**src/rtl/escalator_motor_driver.sv**
```systemverilog
// Escalator motor driver: direction command in, ramped speed / direction /
// enable / brake out. Never reverses while moving; estop and invalid-command
// faults latch until reset.
// Optional build macro: ESCALATOR_DRV_CMD_FILTER_EN (debounce on direction).
module escalator_motor_driver #(
    parameter int unsigned SPEED_W    = 8,
    parameter int unsigned MAX_SPEED  = 200,
    parameter int unsigned RAMP_STEP  = 4,
    parameter int unsigned RAMP_DIV   = 10,
    parameter int unsigned BRAKE_HOLD = 20,
    parameter int unsigned CMD_STABLE = 8
) (
    input  logic               clk,
    input  logic               reset,
    input  logic [1:0]         direction,
    input  logic               estop,
    output logic [SPEED_W-1:0] speed,
    output logic               motor_dir,
    output logic               motor_en,
    output logic               brake,
    output logic               at_speed,
    output logic               fault
);

    localparam int unsigned PRE_W  = (RAMP_DIV > 1) ? $clog2(RAMP_DIV) : 1;
    localparam int unsigned HOLD_W = (BRAKE_HOLD > 1) ? $clog2(BRAKE_HOLD) : 1;
    localparam int unsigned SW1    = SPEED_W + 1;

    localparam logic [SW1-1:0]    MAX_EXT   = SW1'(MAX_SPEED);
    localparam logic [SW1-1:0]    STEP_EXT  = SW1'(RAMP_STEP);
    localparam logic [PRE_W-1:0]  PRE_LAST  = PRE_W'(RAMP_DIV - 1);
    localparam logic [HOLD_W-1:0] HOLD_LAST = HOLD_W'(BRAKE_HOLD - 1);

    typedef enum logic [2:0] {
        S_IDLE,
        S_ACCEL,
        S_RUN,
        S_DECEL,
        S_HOLD,
        S_FAULT
    } state_t;

    state_t              r_state;
    logic [SPEED_W-1:0]  r_speed;
    logic                r_dir;
    logic                r_en;
    logic                r_brake;
    logic                r_at_speed;
    logic                r_fault;
    logic                r_fault_pending;
    logic [PRE_W-1:0]    r_presc;
    logic [HOLD_W-1:0]   r_hold;

    logic [1:0]          w_cmd;
    logic                w_tick;
    logic [SW1-1:0]      w_up_sum;
    logic [SW1-1:0]      w_up;
    logic [SW1-1:0]      w_dn;
    logic [1:0]          w_cmd_dir;
    logic                w_cmd_bad;
    logic                w_cmd_run;

`ifdef ESCALATOR_DRV_CMD_FILTER_EN
    localparam int unsigned FLT_W = (CMD_STABLE > 1) ? $clog2(CMD_STABLE + 1) : 1;

    logic [1:0]       r_flt_cand;
    logic [1:0]       r_flt_acc;
    logic [FLT_W-1:0] r_flt_cnt;
    logic [FLT_W-1:0] w_flt_cnt_nxt;

    assign w_flt_cnt_nxt = (direction == r_flt_cand) ? (r_flt_cnt + FLT_W'(1)) : FLT_W'(1);

    // Debounce: accept a new command once it has been seen CMD_STABLE cycles in a row
    always_ff @(posedge clk) begin
        if (reset) begin
            r_flt_cand <= 2'b00;
            r_flt_acc  <= 2'b00;
            r_flt_cnt  <= '0;
        end else begin
            r_flt_cand <= direction;
            if (direction == r_flt_acc) begin
                r_flt_cnt <= '0;
            end else if (w_flt_cnt_nxt >= FLT_W'(CMD_STABLE)) begin
                r_flt_acc <= direction;
                r_flt_cnt <= '0;
            end else begin
                r_flt_cnt <= w_flt_cnt_nxt;
            end
        end
    end

    assign w_cmd = r_flt_acc;
`else
    localparam int unsigned cmd_stable_unused = CMD_STABLE;
    assign w_cmd = direction;
`endif

    // Ramp arithmetic one bit wider than speed, saturating at both ends
    assign w_tick    = (r_presc == PRE_LAST);
    assign w_up_sum  = {1'b0, r_speed} + STEP_EXT;
    assign w_up      = (w_up_sum >= MAX_EXT) ? MAX_EXT : w_up_sum;
    assign w_dn      = ({1'b0, r_speed} > STEP_EXT) ? ({1'b0, r_speed} - STEP_EXT) : '0;
    assign w_cmd_dir = r_dir ? 2'b01 : 2'b10;
    assign w_cmd_bad = (w_cmd == 2'b11);
    assign w_cmd_run = (w_cmd == w_cmd_dir);

    // Main FSM with registered outputs; estop overrides every state
    always_ff @(posedge clk) begin
        if (reset) begin
            r_state         <= S_IDLE;
            r_speed         <= '0;
            r_dir           <= 1'b0;
            r_en            <= 1'b0;
            r_brake         <= 1'b1;
            r_at_speed      <= 1'b0;
            r_fault         <= 1'b0;
            r_fault_pending <= 1'b0;
            r_presc         <= '0;
            r_hold          <= '0;
        end else if (estop) begin
            r_state    <= S_FAULT;
            r_speed    <= '0;
            r_en       <= 1'b0;
            r_brake    <= 1'b1;
            r_at_speed <= 1'b0;
            r_fault    <= 1'b1;
            r_presc    <= '0;
            r_hold     <= '0;
        end else begin
            case (r_state)
                S_IDLE: begin
                    r_presc <= '0;
                    r_hold  <= '0;
                    if (w_cmd_bad) begin
                        r_state <= S_FAULT;
                        r_fault <= 1'b1;
                    end else if (w_cmd != 2'b00) begin
                        r_dir           <= (w_cmd == 2'b01);
                        r_state         <= S_ACCEL;
                        r_brake         <= 1'b0;
                        r_en            <= 1'b1;
                        r_fault_pending <= 1'b0;
                    end
                end
                S_ACCEL: begin
                    if (!w_cmd_run) begin
                        r_state <= S_DECEL;
                        r_presc <= '0;
                        if (w_cmd_bad) r_fault_pending <= 1'b1;
                    end else if (w_tick) begin
                        r_speed <= w_up[SPEED_W-1:0];
                        r_presc <= '0;
                        if (w_up == MAX_EXT) begin
                            r_state    <= S_RUN;
                            r_at_speed <= 1'b1;
                        end
                    end else begin
                        r_presc <= r_presc + PRE_W'(1);
                    end
                end
                S_RUN: begin
                    if (!w_cmd_run) begin
                        r_state    <= S_DECEL;
                        r_at_speed <= 1'b0;
                        r_presc    <= '0;
                        if (w_cmd_bad) r_fault_pending <= 1'b1;
                    end
                end
                S_DECEL: begin
                    if (w_cmd_bad) r_fault_pending <= 1'b1;
                    // Once an invalid command was seen, the ramp-down is committed to FAULT
                    if (w_cmd_run && !r_fault_pending) begin
                        r_state <= S_ACCEL;
                        r_presc <= '0;
                    end else if ((r_speed == '0) || (w_tick && (w_dn == '0))) begin
                        r_speed <= '0;
                        r_brake <= 1'b1;
                        r_en    <= 1'b0;
                        r_presc <= '0;
                        r_hold  <= '0;
                        if (r_fault_pending || w_cmd_bad) begin
                            r_state <= S_FAULT;
                            r_fault <= 1'b1;
                        end else begin
                            r_state <= S_HOLD;
                        end
                    end else if (w_tick) begin
                        r_speed <= w_dn[SPEED_W-1:0];
                        r_presc <= '0;
                    end else begin
                        r_presc <= r_presc + PRE_W'(1);
                    end
                end
                S_HOLD: begin
                    if (w_cmd_bad) begin
                        r_state <= S_FAULT;
                        r_fault <= 1'b1;
                    end else if (r_hold == HOLD_LAST) begin
                        r_state <= S_IDLE;
                        r_hold  <= '0;
                    end else begin
                        r_hold <= r_hold + HOLD_W'(1);
                    end
                end
                S_FAULT: begin
                    r_speed    <= '0;
                    r_en       <= 1'b0;
                    r_brake    <= 1'b1;
                    r_at_speed <= 1'b0;
                    r_fault    <= 1'b1;
                end
                default: begin
                    r_state <= S_FAULT;
                    r_fault <= 1'b1;
                end
            endcase
        end
    end

    assign speed     = r_speed;
    assign motor_dir = r_dir;
    assign motor_en  = r_en;
    assign brake     = r_brake;
    assign at_speed  = r_at_speed;
    assign fault     = r_fault;

endmodule
```
**config.mk**
```make
export PLATFORM = sky130hd
export DESIGN_NAME = escalator_motor_driver
export DESIGN_NICKNAME = d
export VERILOG_FILES = /design/src/rtl/escalator_motor_driver.sv
export SDC_FILE = /design/constraint.sdc
export NUM_CORES = 1
export LEC_CHECK = 0
export CAP_MARGIN = 20
export CORE_ASPECT_RATIO = 0.9
export CORE_MARGIN = 5
export CORE_UTILIZATION = 52
export CTS_BUF_LIST = sky130_fd_sc_hd__clkbuf_8 sky130_fd_sc_hd__clkbuf_16
export DETAILED_ROUTE_END_ITERATION = 16
export HOLD_SLACK_MARGIN = 0.02
export PLACE_DENSITY = 0.76
export SLEW_MARGIN = 5
export SYNTH_ARGS = -nofsm -noshare
export SYNTH_HDL_FRONTEND = slang
export SYNTH_SLANG_ARGS = --single-unit
```
**constraint.sdc**
```tcl
create_clock -name clk -period 2.3 [get_ports clk]
set_input_delay 0.345 -clock clk [delete_from_list [all_inputs] [get_ports clk]]
set_output_delay 0.345 -clock clk [all_outputs]
set_load 0.005 [all_outputs]
```
# Word level (Yosys, flattened, before mapping)
# Index checks and enable logic that the tools add are counted.
dict set report op_classes {
  n_addsub 4
  magnitude_cmp 2
  n_eq_ne 39
  muxes 57
  n_bitwise 3
  reduce_logical 28
}
# operator count
set ops {}
lappend ops {{$mux W8} 5}
lappend ops {{$mux W3} 11}
lappend ops {{$ne A3 B3 Y1 const B} 10}
lappend ops {{$reduce_and A5 Y1} 5}
lappend ops {{$pmux W8 S3} 1}
lappend ops {{$ne A2 B2 Y1 const B} 11}
lappend ops {{$mux W1} 20}
lappend ops {{$mux W4} 5}
lappend ops {{$mux W5} 4}
lappend ops {{$ne A4 B4 Y1 const B} 5}
lappend ops {{$mux W9} 2}
lappend ops {{$pmux W3 S6} 1}
lappend ops {{$pmux W4 S4} 1}
lappend ops {{$pmux W1 S3} 5}
lappend ops {{$pmux W5 S3} 1}
lappend ops {{$reduce_bool A3 Y1} 5}
lappend ops {{$reduce_and A7 Y1} 2}
lappend ops {{$add A8 B3 Y9 const B} 1}
lappend ops {{$eq A9 B8 Y1 const B} 1}
lappend ops {{$ge A9 B8 Y1 const B} 1}
lappend ops {{$logic_not A9 Y1} 1}
lappend ops {{$sub A8 B3 Y9 const B} 1}
lappend ops {{$gt A8 B3 Y1 const B} 1}
lappend ops {{$logic_not A8 Y1} 1}
lappend ops {{other kinds (23)} 32}
dict set report totals {
  regBits 26
  in_bits 5
  output_inout_bits 13
  elab_cells 144
}

# Longest topological paths before layout
dict set report depth {
  depth_word 9
  mapped_depth 8
  ltp_nobuf 8
}

# Worst setup path before layout
# OpenSTA, ideal clock, no wires.
dict set report synth_timing {
  path_kind {register to register}
  start {register r_speed[2], in the netlist speed[2]}
  end {register r_presc[3]}
  setup_time_ns 0.114
  arrival_time_ns 2.244
  required_time_ns 2.186
  slack_ns -0.058
  path_stages_with_launch 9
  n_path_buf 0
  synth_period_minus_slack_ns 2.358
  cell_sequence {dfxtp_1 > inv_1 > ha_1 > xnor2_1 > nand4_1 > a2111o_1 > a21oi_1 > o21ai_0 > a21o_1}
}
dict set report synth_via {
  elab_chain_len 8
  word_cells_on_any_way 10
  classes_between {add/sub (1); order compare (1); mux (4); reduce/logical (4)}
}
# element line
set synth_lines {}
lappend synth_lines {{start, declared} 44} ;# logic [SPEED_W-1:0] r_speed;
lappend synth_lines {{start signal, assigned} 151} ;# r_speed <= w_up[SPEED_W-1:0];
lappend synth_lines {{start signal, assigned} 188} ;# r_speed <= w_dn[SPEED_W-1:0];
lappend synth_lines {{$sub A8 B3 Y9 / $gt A8 B3 Y1 (equally long branches)} 102} ;# assign w_dn = ({1'b0, r_speed} > STEP_EXT) ? ({1'b0, r_speed} - STEP_EXT) : '0;
lappend synth_lines {{$mux W9} 102}
lappend synth_lines {{$logic_not A9 Y1} 175} ;# end else if ((r_speed == '0) || (w_tick && (w_dn == '0))) begin
lappend synth_lines {{$logic_and A1 B1 Y1} 175}
lappend synth_lines {{$logic_or A1 B1 Y1 *} 175}
lappend synth_lines {{$mux W4 *} 175}
lappend synth_lines {{$mux W4 *} 172} ;# if (w_cmd_run && !r_fault_pending) begin
lappend synth_lines {{$pmux W4 S4 *} 130} ;# case (r_state)
lappend synth_lines {{end signal, assigned} 158} ;# r_presc <= r_presc + PRE_W'(1);
lappend synth_lines {{end signal, assigned} 191} ;# r_presc <= r_presc + PRE_W'(1);
lappend synth_lines {{end, declared} 51} ;# logic [PRE_W-1:0] r_presc;
# Mark *: on every way between the ends. The rest lies on a longest branch, timed or not.
# A chain may end at the register's enable or synchronous reset.

# Final worst setup path
dict set report layout_timing {
  start {register r_speed[2], in the netlist speed[2]}
  end {register r_state[1]}
}
dict set report layout_via {
  elab_chain_len 7
  word_cells_on_any_way 14
  classes_between {add/sub (2); order compare (2); eq/ne (3); mux (2); reduce/logical (5)}
}
# element line
set layout_lines {}
lappend layout_lines {{parallel branches: the longest is 6 deep, another holds $add A8 B3 Y9} -}
lappend layout_lines {{$reduce_and A7 Y1 (no line) *} -}
lappend layout_lines {{end signal, assigned} 173} ;# r_state <= S_ACCEL;
lappend layout_lines {{end signal, assigned} 182} ;# r_state <= S_FAULT;
lappend layout_lines {{end signal, assigned} 185} ;# r_state <= S_HOLD;
lappend layout_lines {{end, declared} 43} ;# state_t r_state;
# Mark *: on every way between the ends.

==> results.yml <==
timing:
  setup_ws_ns: -0.00785
  clock_skew_ns: 0.00524
  finalSetupViolCount: 1
  hold_ws_ns: 0.475
  slew_headroom: 0.703
  min_period_ns: 2.31
  rsz0062_at_grt: "yes"
  fin_tns_setup_ns: -0.00785
  hold_viol: 0
  tightest_slew_ns: 0.442
  period_share: 1.00
  fmax_mhz: 433
  drv_slew: 0
pwr:
  peakVddDrop_mv: 0.359
  powerDensity_nw_per_um2: 488
  p_leak_nw: 1.01
  p_total_mw: 1.26
clocking:
  postCtsHoldBufs: 0
  clk_transition_reported_paths_ns: 0.10
  cts-root-buf: "clkbuf_8"
  clkSinkCount: 26
  tritoncts: "done"
  clockBufferDepth: 2
  h-tree-depth: 1
  numCtsBuffers: 3
  insertion_delay_ns: 0.28
synth:
  yosysSeqAreaShare: 0.268
  netlist_instances: 241
  synth_seq_cells: 26
  syn-num-nets: 254
  synthesis.area_um2: 1940
  ys_warn_count: 0
  synth_enable_flop_cells: 0
  synthFlopType: "dfxtp_1"
  ys_async_sr_fraction: 0
  synth.avg_cell_area_um2: 8.06
  ys_types: 65
setup_path:
  crit_path_end_kind: "register"
  worstReg2RegStart: "speed[2]"
  critPathRequiredTime_ns: 2.48
  cp_max_fo: 5
  startpoint_type: "register"
  path_class: "register to register"
  rr_worst_depth: 7
  r2r-end: "r_state[1]"
  arrival_ns: 2.49
  regToRegSetupSlack_ns: -0.008
  startpoint: "speed[2]"
min_path:
  hold_path_depth: 3
  worstHoldStart: "direction[0]"
  hold_path_class: "input pin to register"
  whs_endpoint: "motor_dir"
global_route:
  busiest_layer: "met2"
  grt_pass1_vias: 1768
  grt_overflow: 0
  grt_util_met2: 0.345
  grt_max_degree: 16
  grt_pass1_wl_um: 8200
  use_met3: 0.0441
  track_usage: 0.208
  grtUsageMet1: 0.266
  antenna_found_initial: 0
floorplanning:
  die_h_um: 68.0
  rows: 21
  io_pins: 18
  die_area_um2: 5060
  start_util: 0.532
  die_w_um: 74.4
  core_area_um2: 3650
routing:
  wl_um: 5130
  drt-initial-drc-count: 99
  dr.pass1.iters: 4
  antenna_left: 0
  via_per_inst: 6.09
  avgRoutedWirePerCell_um: 15.2
  drc: 0
  vias: 2058
placement:
  dp_slack_ns: -0.260
  routabilityCongestion: 0.882
  place_inst: 332
  dpl_cell_area_um2: 2430
  dp_hpwl_um: 3820
  place.port_buffers: 17
final_layout:
  fin_cells: 338
  postLayoutCoreUtil: 0.709
  nFillCells: 304
  antennaDiodeCount: 0
  final_cell_mix: "buf_4, dfxtp_1, nor2_1"
  final_cell_area_um2: 2590
  area_growth_pct: 33.3
  final_common_cell: "buf_4"
  nets: 306
  drive_gt1_frac: 0.267
flow_run:
  drv_cap: 0
outcome:
  status: "finished with violations"
  violations: "setup timing"
## worst max-delay path, stage by stage, from the launching register on
cell and delay [ns]:
dfxtp_4 0.37, buf_4 0.13, ha_2 0.20, or4_1 0.53, o211a_2 0.17, a221oi_4 0.38, o211ai_1 0.14, a32o_1 0.27
## cell type report
class | instances | area [µm²] | share of cell area
clock inverters | 1 | 30.0 | 0.0116
repair buffers | 61 | 503 | 0.194
clock buffers | 3 | 41.3 | 0.0159
well taps | 46 | 57.6 | 0.0222
flip-flops and latches | 26 | 527 | 0.203
multi-input cells | 188 | 1380 | 0.534
inverters | 13 | 48.8 | 0.0188
## synthesized netlist by cell type, drive strengths merged, types with 3 or more instances
cell    count  area, µm²
nor4        5       46.3
or3         3       18.8
nor3b       4       30.0
a21oi      17       85.1
buf         6       28.8
a311oi      3       26.3
dfxtp      26        521
clkbuf      8       31.3
nor2       21       81.3
a21boi      3       22.5
nand3       9       50.1
xnor2       6       52.6
a31oi       6       37.5
ha          8        100
nand2      17       63.8
nand3b      6       45.0
nor3        6       30.0
and2        5       31.3
o31ai       8       60.1
a211oi      3       22.5
o21ai      10       50.1
inv        13       48.8
## per-layer routing
| layer | up-vias | share of wire |
|---|---|---|
| met3 | 9 | 0.055 |
| li1 | 1022 | - |
| met5 | - | 0 |
| met4 | 0 | 0.018 |
| met1 | 973 | 0.45 |
| met2 | 54 | 0.48 |
## registers in the layout, summed over array words and instances (netlist names)
name / flops
speed: 8
brake: 1
motor_dir: 1
fault: 1
r_fault_pending: 1
at_speed: 1
r_state: 3
r_presc: 4
motor_en: 1
r_hold: 5
## power breakdown
part | internal [mW] | total [mW] | switching, mW
Sequential | 0.465 | 0.484 | 0.0191
Combinational | 0.186 | 0.387 | 0.201
Clock | 0.233 | 0.393 | 0.159
Total | 0.885 | 1.26 | 0.380
## logic make-up (layout without fill, tap and decap cells)
logic type / count (synthesis) / in the layout / synth area share
and+or+nand+nor: 89 / 89 / 0.256
xor gates and xnor gates: 8 / 8 / 0.0361
DFF: 26 / 26 / 0.268
buffers and inverters: 27 / 78 / 0.0560
AOI/OAI and AO/OA: 82 / 82 / 0.327
adders and majority gates: 8 / 8 / 0.0515
muxes: 1 / 1 / 0.00515
## how the worst max path moves through the flow
stage / end / slack, ns
6_report: r_state[1] / -0.008
5_1_grt: r_hold[3] / -0.08
4_1_cts: speed[5] / 0.004
3_5_place_dp: speed[6] / -0.26
3_3_place_gp: speed[4] / -0.22
2_1_floorplan: r_presc[3] / 0.009
## repair_timing
action	CTS	global route
setup buffers	0	2
gates resized for setup	5	17
pin swaps	4	8
setup endpoints to repair	9	16
No activity file was read; power rests on OpenSTA's default activity.
